[src/rtl/bitwise_or_unit_pkg.sv]
// Shared definitions for the datapath logic elements (OR/AND/XOR/NOR).
package bitwise_or_unit_pkg;

    localparam int DATA_WIDTH = 32;

    typedef logic [DATA_WIDTH-1:0] word_t;

endpackage : bitwise_or_unit_pkg

[src/rtl/bitwise_or_unit_or_bit_slice.sv]
// Single-bit two-input OR, replicated across the word by the top level.
module or_bit_slice (
    input  logic a,
    input  logic b,
    output logic y
);

    // One bit of the result; no carry between slices.
    always_comb begin
        y = a | b;
    end

endmodule : or_bit_slice

[src/rtl/bitwise_or_unit.sv]
// 32-bit bitwise OR for OR/ORI execution: combinational result and flags,
// plus a registered copy with valid tracking for the EX/MEM consumer.
module bitwise_or_unit
    import bitwise_or_unit_pkg::*;
#(
    parameter int WIDTH = DATA_WIDTH
) (
    input  logic             clock,
    input  logic             reset,
    input  logic [WIDTH-1:0] input_a,
    input  logic [WIDTH-1:0] input_b,
    input  logic             in_valid,
    output logic [WIDTH-1:0] out,
    output logic             out_zero,
    output logic             out_ones,
    output logic [WIDTH-1:0] out_q,
    output logic             out_q_valid
);

    logic [WIDTH-1:0] or_p0;
    logic [WIDTH-1:0] out_q_p1;
    logic             vld_p1;

    // Stage p0: purely combinational OR, one slice per bit.
    for (genvar i = 0; i < WIDTH; i++) begin : g_slice
        or_bit_slice u_slice (
            .a (input_a[i]),
            .b (input_b[i]),
            .y (or_p0[i])
        );
    end

    // Status flags follow the combinational result; reset never touches them.
    always_comb begin
        out      = or_p0;
        out_zero = ~|or_p0;
        out_ones = &or_p0;
    end

    // Stage p1: capture on valid cycles, hold data otherwise; reset wins over valid.
    always_ff @(posedge clock) begin
        if (!reset) begin
            out_q_p1 <= '0;
            vld_p1   <= 1'b0;
        end else if (in_valid) begin
            out_q_p1 <= or_p0;
            vld_p1   <= 1'b1;
        end else begin
            vld_p1   <= 1'b0;
        end
    end

    // Registered outputs.
    always_comb begin
        out_q       = out_q_p1;
        out_q_valid = vld_p1;
    end

endmodule : bitwise_or_unit

[config.mk]
export PLATFORM = sky130hd
export DESIGN_NAME = bitwise_or_unit
export DESIGN_NICKNAME = d
export VERILOG_FILES = /design/src/rtl/bitwise_or_unit_pkg.sv /design/src/rtl/bitwise_or_unit_or_bit_slice.sv /design/src/rtl/bitwise_or_unit.sv
export SDC_FILE = /design/constraint.sdc
export NUM_CORES = 1
export LEC_CHECK = 0
export CAP_MARGIN = 20
export CORE_MARGIN = 4
export CORE_UTILIZATION = 34
export DETAILED_ROUTE_END_ITERATION = 10
export PLACE_DENSITY = 0.85
export SYNTH_ARGS = -nofsm -noshare
export SYNTH_HDL_FRONTEND = slang
export SYNTH_HIERARCHICAL = 1
export SYNTH_SLANG_ARGS = --single-unit
[constraint.sdc]
create_clock -name clock -period 3.03 [get_ports clock]
set_input_delay 0.7575 -clock clock [delete_from_list [all_inputs] [get_ports clock]]
set_output_delay 0.7575 -clock clock [all_outputs]
set_load 0.03 [all_outputs]
Word level (Yosys, flattened, before mapping):

Index checks and enable logic that the tools add are counted.

* input port bits: 67
* logic and storage cells: 38
* register bits after elaboration: 33

* bitwise logic cells: 32
* multiplexer cells: 1
* reduce and logical (&&, ||, !) cells: 3

Operator list (number)
* $or 1x1->1: 32
* $reduce_and 32->1: 1
* $reduce_or 32->1: 1
* $logic_not 1->1: 1
* $mux 1: 1

Logic depth before layout (Yosys ltp):

Gate-level depths: netlist (run 1).

* word-level depth: 3
* gate-level depth with buffers: 4

Cells and area by module:

Netlist (run 1), hierarchy kept.

Modules (own cells, without submodules)
* bitwise_or_unit: times used 1, area each 1361.3 um^2, cells an instance 127
* or_bit_slice: times used 32, area each 6.3 um^2, cells an instance 1

Least setup slack after synthesis (run 1):

No wires, ideal clock.

* path type: input to output
* from: input port input_b[19]
* to: output port out_ones
* path buffers: 0
* slack: 0.143 ns
* stages: 4
* arrival: 2.129 ns
* cells stage by stage: or2_1 > nand4_1 > or4_1 > nor2_1

* longest elaborated chain between the ends: 2

Ends and longest elaborated chain
* start: declaration: line bitwise_or_unit.sv:11 `input logic [WIDTH-1:0] input_b,`
* $or 1x1->1: line bitwise_or_unit_or_bit_slice.sv:10 `y = a | b;`
* $reduce_and 32->1: line bitwise_or_unit.sv:37 `out_ones = &or_p0;`
* end: declaration: line bitwise_or_unit.sv:15 `output logic out_ones,`

Every way passes these cells.

Final worst setup path (run 1):

Ends and elaborated chain as after synthesis.

==> run metrics, run 1 <==
outcome=finished, final reports clean; Detail Placement HPWL=4470 µm; Final Max Slew Viols=0; Leak Pwr=1.65 nW; Place WS=-0.0529 ns; CP max-delay cell=or4_4; Starting Density=35.4%; post-layout net count=393; Syn Area/Cell=9.82 µm²; ordered list of cells on the worst path=clkdlybuf4s50_1, or2_4, nand4_1, or4_4, nor2_4, buf_6; Syn Inst Count=159; CTS tree=done; core area=0.00441 mm²; Post-Syn Area=0.00156 mm²; class of the worst hold path=reg -> reg; Yosys reg bits=33; share of cells above drive strength 1=21.4%; Cell Rows=24; Final Hold Viols=0; Overflow after GRT=0; Tmin final=3.03 ns; Die Span X=75.8 µm; insertion delay to the later sink of the worst-skew pair=0.27 ns; CP startpoint kind=input port; Distinct cells, synth=12; area delta synth->final=122%; first-pass GRT wire length=7650 µm; Antenna Nets Post-Route=0; maximum fanout along the worst path=2; RD Place Congestion=0.787; antenna cells=0; Num CTS Buffers=5; number of global-route vias before repair=1669; Worst EP arrival=2.27 ns; relative slew slack=67.5%; worst hold slack=0.517 ns; Placed Area=0.00310 mm²; Slew @ Worst Pin=0.488 ns; clk_skew=0 ns; Slowest Stage Delay on Critical Path=0.57 ns; Root Driver=clkbuf_8; CTS sink cnt=33; DRC Markers=0; post-synth top area share=42.3%; critical path endpoint category=output port; routed wire length=5970 µm; number of antenna violations at the first check in global routing=0; DR WL/cell=15.8 µm; Longest Clk Path Bufs=2; H-tree depth=2; area leader, netlist=dfxtp_1; WS Path Type=in -> out; I/O Buffers=133; pwr dens=364 mW/mm²; number of max-cap violations=0; largest net degree at the start of global routing=34; Filler cells=304; Yosys warning count=6; register area share after synthesis=42.3%; via count=1814; die height=75.8 µm; global-route usage over all layers=17.8%; Non-Filler Instances=379; final worst slack=0.00386 ns; DRT Pass-1 Iters=4; full die area=0.00574 mm²; final instance area=0.00346 mm²; final setup fails=0; DR iter-0 viols=61; maximum VDD drop=0.316 mV; Final period util=99.9%; clock-pin slew on the worst setup and hold paths=0.07 ns; Placed Cells=363; Worst Path Required=2.27 ns; Post-Syn Nets=226; IO Count=134; Max Fclk=330 MHz; Via-to-Cell Ratio=4.79; Synth area leaders=dfxtp_1, mux2i_1, nor2b_1, or2_1, nand4_1
area by class of cell:
cell class              count  area (µm²)  share of cell area [%]
multi-input cells         119         985                    28.4
flip-flops and latches     33         661                    19.1
well taps                  52        65.1                    1.88
clock buffers               8        80.1                    2.31
repair buffers            167        1670                    48.3
worst paths after layout:
check              startpoint   endpoint  slack [ns]  cells after the start
setup reg to reg    out_q[29]  out_q[29]        2.41                      2
hold reg to reg     out_q[12]  out_q[12]        0.52                      2
hold / removal      out_q[12]  out_q[12]        0.52                      2
setup / recovery  input_b[19]   out_ones       0.004                      6
critical path, delay by kind of cell:
| kind | cells | cell delay (ns) |
|---|---|---|
| simple gates | 4 | 0.90 |
| buf+inv | 2 | 0.61 |
through the flow:
step	util [%]	TNS [ns]	total power (W)
floorplan	-	0	0.000697
global placement	70.3	-0.0721	0.000926
detailed placement	70.3	-0.0889	0.000932
CTS	72.8	-0.0138	0.00125
global route	78.5	-0.0817	0.00132
finish	78.5	0	0.00126
routing by layer:
layer / GRT usage (%) / wire length [µm] / vias up
li1: - / - / 883
met1: 19.8 / 2230 / 848
met2: 31.9 / 3140 / 75
met3: 4.88 / 509 / 8
met4: 6.41 / 89 / 0
met5: 0 / 0 / -
placed cells by master, fill, tap and decap left out, drive strengths merged:
| cell | count |
|---|---|
| or4 | 2 |
| clkdlybuf4s50 | 102 |
| dfxtp | 33 |
| nand4 | 10 |
| or2 | 32 |
| clkbuf | 8 |
| buf | 37 |
| mux2i | 32 |
| dlymetal6s2s | 28 |
| nor2 | 2 |
| nor2b | 32 |
| and2 | 1 |
| nor4 | 8 |
where the power goes:
group	switching (W)	total (W)	internal, W
Clock	0.000145	0.000308	0.000163
Sequential	0.0000155	0.000483	0.000467
Combinational	0.000224	0.000469	0.000245
Total	0.000385	0.00126	0.000876
synth_stat cells, drive strengths merged:
| cell type | number |
|---|---|
| and2 | 1 |
| nor4 | 8 |
| nand4 | 10 |
| or2 | 32 |
| clkbuf | 3 |
| nor2b | 32 |
| buf | 4 |
| or4 | 2 |
| dfxtp | 33 |
| nor2 | 2 |
| mux2i | 32 |
registers in the layout, indices dropped and copies added, names as in the netlist:
name,count
out_q,32
out_q_valid,1
cells by family (layout without fill, tap and decap cells):
family	Yosys count	in the layout	share of synthesized area, %
AND/OR/NAND/NOR	87	87	34.7
flip-flops	33	33	42.3
multiplexers	32	32	20.5
buffers and inverters	7	175	2.48
repair_timing:
action | 4_1_cts | 5_1_grt
buffers inserted | 0 | 8
endpoints found under the setup margin | 2 | 2
hold buffers | 0 | 0
pin swaps | 1 | 32
gates resized for setup | 7 | 60
Note: power is estimated with default switching activity, not from simulation.
==> inputs of run 2 (changes only) <==
- CAP_MARGIN: 20 -> 10
==> results of run 2 <==
Final layout, timing and power as in run 1 (identical DEF).
